File: config.mk
export PLATFORM = sky130hd
export DESIGN_NAME = ps2_key_tracker
export DESIGN_NICKNAME = d
export VERILOG_FILES = /design/src/rtl/ps2_key_tracker.sv
export SDC_FILE = /design/constraint.sdc
export NUM_CORES = 1
export LEC_CHECK = 0
export ABC_AREA = 0
export BUFFER_PORTS_ARGS = -buffer_cell sky130_fd_sc_hd__buf_2
export CORE_MARGIN = 4
export CORE_UTILIZATION = 40
export CTS_CLUSTER_DIAMETER = 50
export DETAILED_ROUTE_END_ITERATION = 8
export GPL_TIMING_DRIVEN = 0
export PLACE_DENSITY_LB_ADDON = 0.05
export SLEW_MARGIN = 20
export SYNTH_ARGS = -nofsm -noshare
export SYNTH_HDL_FRONTEND = slang
export SYNTH_SLANG_ARGS = --single-unit
File: constraint.sdc
create_clock -name clk_40MHz -period 4.5 [get_ports clk_40MHz]
set_input_delay 0.9 -clock clk_40MHz [delete_from_list [all_inputs] [get_ports clk_40MHz]]
set_output_delay 0.9 -clock clk_40MHz [all_outputs]
set_load 0.02 [all_outputs]
File: src/rtl/ps2_key_tracker.sv
// PS/2 set-2 key tracker: resynchronises toggle-qualified scan-code bytes and tracks a configurable key table.
// Latency: a toggle flip sampled into the first sync flop at edge k updates outputs at edge k+2.
// Backpressure: none; PS/2 byte spacing (~1 ms) guarantees at least 3 cycles between byte events.
module ps2_key_tracker #(
  parameter int                      NUM_KEYS       = 3,
  parameter logic [9*NUM_KEYS-1:0]   KEY_CODES      = {9'h175, 9'h16B, 9'h029},
  parameter bit                      REPEAT_EN      = 1'b0,
  parameter int                      TIMEOUT_CYCLES = 400000
) (
  input  logic                clk_40MHz,
  input  logic                rst,
  input  logic [7:0]          ps2_byte,
  input  logic                ps2_toggle,
  output logic [NUM_KEYS-1:0] key_held,
  output logic [NUM_KEYS-1:0] key_press,
  output logic [NUM_KEYS-1:0] key_release,
  output logic                seq_error
);

  localparam int              TO_W    = $clog2(TIMEOUT_CYCLES);
  localparam logic [TO_W-1:0] TO_LAST = TO_W'(TIMEOUT_CYCLES - 1);

  typedef enum logic [2:0] {
    ST_IDLE,
    ST_EXT,
    ST_BRK,
    ST_EXT_BRK,
    ST_PAUSE
  } state_t;

  // Flops
  logic                tog_s1_q, tog_s2_q, tog_s3_q;
  logic [7:0]          byte_q, byte_d;
  state_t              state_q, state_d;
  logic [2:0]          pause_q, pause_d;
  logic [TO_W-1:0]     to_q, to_d;
  logic [NUM_KEYS-1:0] held_q, held_d;
  logic [NUM_KEYS-1:0] press_q, press_d;
  logic [NUM_KEYS-1:0] rel_q, rel_d;
  logic                err_q, err_d;

  // Decoder actions for the current cycle
  logic                byte_evt;
  logic                do_make;
  logic                do_break;
  logic                code_ext;
  logic                bat_clr;
  logic [TO_W-1:0]     to_inc;

  // A new byte is present when the toggle has moved between the 2nd and 3rd sync stages;
  // the byte is taken straight from the receiver only in that cycle, otherwise the last one is held.
  always_comb begin
    byte_evt = tog_s2_q ^ tog_s3_q;
    byte_d   = byte_evt ? ps2_byte : byte_q;
  end

  // Sequence parser: prefix tracking, pause discard and prefix timeout.
  always_comb begin
    state_d  = state_q;
    pause_d  = pause_q;
    to_d     = to_q;
    err_d    = 1'b0;
    do_make  = 1'b0;
    do_break = 1'b0;
    code_ext = 1'b0;
    bat_clr  = 1'b0;
    to_inc   = to_q + 1'b1;

    if (byte_evt) begin
      // Any byte restarts the prefix timer and takes priority over a coincident timeout.
      to_d = '0;
      case (state_q)
        ST_IDLE: begin
          case (byte_d)
            8'hE0: state_d = ST_EXT;
            8'hF0: state_d = ST_BRK;
            8'hE1: begin
              state_d = ST_PAUSE;
              pause_d = 3'd7;
            end
            8'hAA: bat_clr = 1'b1;
            8'hFA, 8'hFE, 8'h00, 8'hFF: ;
            default: do_make = 1'b1;
          endcase
        end
        ST_EXT: begin
          state_d = ST_IDLE;
          if (byte_d == 8'hF0) begin
            state_d = ST_EXT_BRK;
          end else if (byte_d == 8'hE0 || byte_d == 8'hE1) begin
            err_d = 1'b1;
          end else if (byte_d != 8'h12 && byte_d != 8'h59) begin
            // 12/59 after E0 are the fake-shift codes and are dropped silently
            do_make  = 1'b1;
            code_ext = 1'b1;
          end
        end
        ST_BRK: begin
          state_d = ST_IDLE;
          if (byte_d == 8'hE0 || byte_d == 8'hE1 || byte_d == 8'hF0) begin
            err_d = 1'b1;
          end else begin
            do_break = 1'b1;
          end
        end
        ST_EXT_BRK: begin
          state_d = ST_IDLE;
          if (byte_d == 8'hE0 || byte_d == 8'hE1 || byte_d == 8'hF0) begin
            err_d = 1'b1;
          end else if (byte_d != 8'h12 && byte_d != 8'h59) begin
            do_break = 1'b1;
            code_ext = 1'b1;
          end
        end
        ST_PAUSE: begin
          pause_d = pause_q - 3'd1;
          if (pause_q == 3'd1) begin
            state_d = ST_IDLE;
          end
        end
        default: state_d = ST_IDLE;
      endcase
    end else if (state_q != ST_IDLE) begin
      if (to_inc == TO_LAST) begin
        state_d = ST_IDLE;
        to_d    = '0;
        err_d   = 1'b1;
      end else begin
        to_d = to_inc;
      end
    end else begin
      to_d = '0;
    end
  end

  // Key table: apply make/break to every matching entry, duplicates respond together.
  always_comb begin
    held_d  = held_q;
    press_d = '0;
    rel_d   = '0;
    if (bat_clr) begin
      held_d = '0;
    end
    for (int i = 0; i < NUM_KEYS; i++) begin
      if (KEY_CODES[9*i +: 9] == {code_ext, byte_d}) begin
        if (do_make) begin
          if (!held_q[i]) begin
            held_d[i]  = 1'b1;
            press_d[i] = 1'b1;
          end else if (REPEAT_EN) begin
            press_d[i] = 1'b1;
          end
        end
        if (do_break && held_q[i]) begin
          held_d[i] = 1'b0;
          rel_d[i]  = 1'b1;
        end
      end
    end
  end

  // State register: synchronisers, parser state and registered outputs.
  always_ff @(posedge clk_40MHz) begin
    if (rst) begin
      tog_s1_q <= 1'b0;
      tog_s2_q <= 1'b0;
      tog_s3_q <= 1'b0;
      byte_q   <= '0;
      state_q  <= ST_IDLE;
      pause_q  <= '0;
      to_q     <= '0;
      held_q   <= '0;
      press_q  <= '0;
      rel_q    <= '0;
      err_q    <= 1'b0;
    end else begin
      tog_s1_q <= ps2_toggle;
      tog_s2_q <= tog_s1_q;
      tog_s3_q <= tog_s2_q;
      byte_q   <= byte_d;
      state_q  <= state_d;
      pause_q  <= pause_d;
      to_q     <= to_d;
      held_q   <= held_d;
      press_q  <= press_d;
      rel_q    <= rel_d;
      err_q    <= err_d;
    end
  end

  assign key_held    = held_q;
  assign key_press   = press_q;
  assign key_release = rel_q;
  assign seq_error   = err_q;

endmodule

==> metrics <==
largest area contributor in the netlist dfxtp_1; Async S/R FF share, synth 0; minimum clock period ~2.8 ns; final hold vios 0; # port buffers 19; met3 wire len between 200 and 250 microns; final setup fails 0; Critical Path AT between 2 and 3 ns; status completed; worst vdd ir 0.132 mV; GPL Wtd Cong roughly 0.83; Seq pwr share 0.537; CTS H-tree depth 2; max-cap viol count 0; Post-Syn Area 0.00246 sq mm; CTS max path bufs 2; grt total ovfl 0; pin count of the biggest net entering global routing 16; Max Clk Rate 363 MHz; synth-to-layout area growth 12.3%; Main synth FF type dfxtp_1; io pins 21; Worst-Skew Late Latency roughly 0.30 ns; period utilization 0.612; Net Count, Synth roughly 300; CTS Hold Bufs 0; drt pass-1 iters 4; die height 86.4 microns; P_sw 180 uW; Critical Path RT around 4.7 ns; ANT nets after route 0; DIE AREA 0.00746 sq mm; clock power share 0.407; Post-CTS Setup Bufs 0; Switching Share 0.233; Yosys reg bits 46; Overall Global Routing Usage 0.161; Comb pwr share 0.056; RSZ-0062 raised after global routing false; Die W 86.4 microns; normalized max-slew margin 0.448; CP startpoint kind flip-flop; internal power 593 uW; Core Box Area 0.00596 sq mm; vias in the first global route 1887; fin area about 0.0028 sq mm; Final Max Tran Viols 0; Least-Margin Pin Slew 0.822 ns; worst-path maximum fanout 10; Reg-to-Reg Start to_q[0]$_SDFF_PP0_; HP Start tog_s1_q$_SDFF_PP0_; sequential area share after synthesis 0.375; ant diodes 0; post-route insts no fill between 300 and 400; vias post-DR between 2000 and 2500; CP Launch Point to_q[0]$_SDFF_PP0_; Post-synth EDFFs 0; dpl hpwl about 4200 microns; Initial Util 0.412; WL final 5650 microns; DR top layer met4; Via-to-Cell Ratio around 5.5; Iteration-0 DRC Markers 81; fillcell total 629; CP endpoint kind flip-flop; num rows 28; Avg WL per Cell 14.3 microns; Lkg Pwr 0.000908 uW; Distinct cells, synth 57; Final nets 333; met2 WL post-DR approximately 2300 microns; residual DRC count 0; Layout Skew 0.00792 ns; initial antenna violation count 0; wire length on met1 3110 microns; share of layout cells above drive strength 1 0.132; CTS clk-pin slew, worst paths 0.09 ns; Pwr Density 281 mW/mm^2; HP Class reg2reg; Crit Path Category reg2reg; Inserted Clock Buffers 5; Placed Instances 386; share of the synthesized area in the top cell type 0.375; Mapped Cells 292; Placed Area 0.00265 sq mm; CTS tree done; synth top area cells dfxtp_1 (37%), nor3_1 (6.5%), nand2_1 (5.5%); Yosys Warn Count 0; cell with the most instances after synthesis dfxtp_1; Mean Syn Cell Area 8.41 sq um; top post-synthesis cells by count dfxtp_1 (46), nand2_1 (36), nor3_1 (32); clock root buffer clkbuf_8; Sink Count 46; first-pass GRT wire length 9540 microns; post_cts resized 0; Fin Setup TNS 0 ns
[cells by family (layout without fill, tap and decap cells)]
kind of cell,count (synthesis),after routing,share of synthesized area
AOI/OAI and AO/OA,45,45,0.137
xor gates and xnor gates,20,20,0.0713
adders and majority gates,4,4,0.0204
buffers and inverters,22,49,0.0413
DFF,46,46,0.375
muxes,5,5,0.0209
and+or+nand+nor,150,150,0.334
[cell type report]
cell class                 instances  area (sq um)  share of cell area
buffer                            12          63.8              0.0231
timing repair buffer              19          95.1              0.0345
sequential                        46           921               0.334
inverter                          10          37.5              0.0136
clock buffer                       5          68.8              0.0250
multi-input combinational        224          1430               0.520
clock inverter                     3          43.8              0.0159
tap                               75          93.8              0.0340
[cell usage in the layout, fill, tap and decap left out, types with 2 or more instances in the layout]
master / Yosys / routed
nand4b_1: 6 / 6
ha_1: 4 / 4
nand2b_1: 6 / 6
or3b_2: 2 / 2
and3_1: 2 / 2
nor4bb_1: 3 / 3
and4_1: 2 / 2
a31oi_1: 3 / 3
o21ai_0: 5 / 5
xor2_1: 9 / 9
nor3_1: 32 / 32
o22ai_1: 4 / 4
a311oi_1: 3 / 3
nor2_1: 21 / 21
a21oi_1: 12 / 12
or4_1: 2 / 2
dfxtp_1: 46 / 46
nand4_1: 3 / 3
nor4_1: 7 / 7
xnor2_1: 11 / 11
inv_1: 10 / 10
clkbuf_8: 0 / 5
nand2_1: 36 / 36
buf_1: 2 / 2
buf_6: 2 / 2
nor2b_1: 4 / 4
a21o_1: 2 / 2
or3_1: 2 / 2
buf_2: 3 / 22
clkbuf_1: 5 / 5
nor3b_1: 3 / 3
nand3_1: 11 / 11
mux2i_1: 4 / 4
[worst max-delay path, cell delays in order, from the launching register on]
cell       delay (ns)
dfxtp_1          0.41
ha_1             0.29
nand2_1          0.19
or4_1            0.55
buf_2            0.16
nor4_1           0.22
a211oi_1         0.13
a2111oi_4        0.37
buf_6            0.21
o22ai_1          0.08
[per-layer routing]
metal  vias to the layer above  global-route usage
li1                       1113                   -
met1                      1002               0.260
met2                        35               0.208
met3                         5              0.0342
met4                         0              0.0467
met5                         -                   0
[registers in the layout, indices dropped and copies added, names as in the netlist, 3 cells and up]
register	count
to_q	19
byte_q	8
key_held	3
key_press	3
key_release	3
pause_q	3
state_q	3
[power by group through the flow]
| stage | Sequential (uW) | Clock, uW | Combinational (uW) |
|---|---|---|---|
| final | 416 | 315 | 43.0 |
| after global routing | 417 | 347 | 48.1 |
| after CTS | 416 | 329 | 42.9 |
| after detailed placement | 425 | 0 | 42.8 |
| after global placement | 425 | 0 | 42.8 |
| after floorplan | 424 | 0 | 27.2 |
[worst paths after layout]
path / to / slack (ns) / depth (start not counted)
setup / recovery: state_q[2]$_SDFFE_PP0P_ / 1.75 / 9
setup reg to reg: state_q[2]$_SDFFE_PP0P_ / 1.75 / 9
hold reg to reg: tog_s2_q$_SDFF_PP0_ / 0.45 / 1
hold / removal: tog_s2_q$_SDFF_PP0_ / 0.45 / 1
[stage by stage]
stage | hold slack, ns | total power (uW) | utilization | setup WS [ns]
global placement | 0.438 | 468 | 0.444 | 1.75
CTS | 0.461 | 788 | 0.463 | 1.72
floorplan | 0.414 | 451 | - | 2.09
detailed placement | 0.441 | 468 | 0.444 | 1.76
finish | 0.448 | 774 | 0.463 | 1.75
global route | 0.478 | 812 | 0.463 | 1.53
No activity file was read; power rests on OpenSTA's default activity.
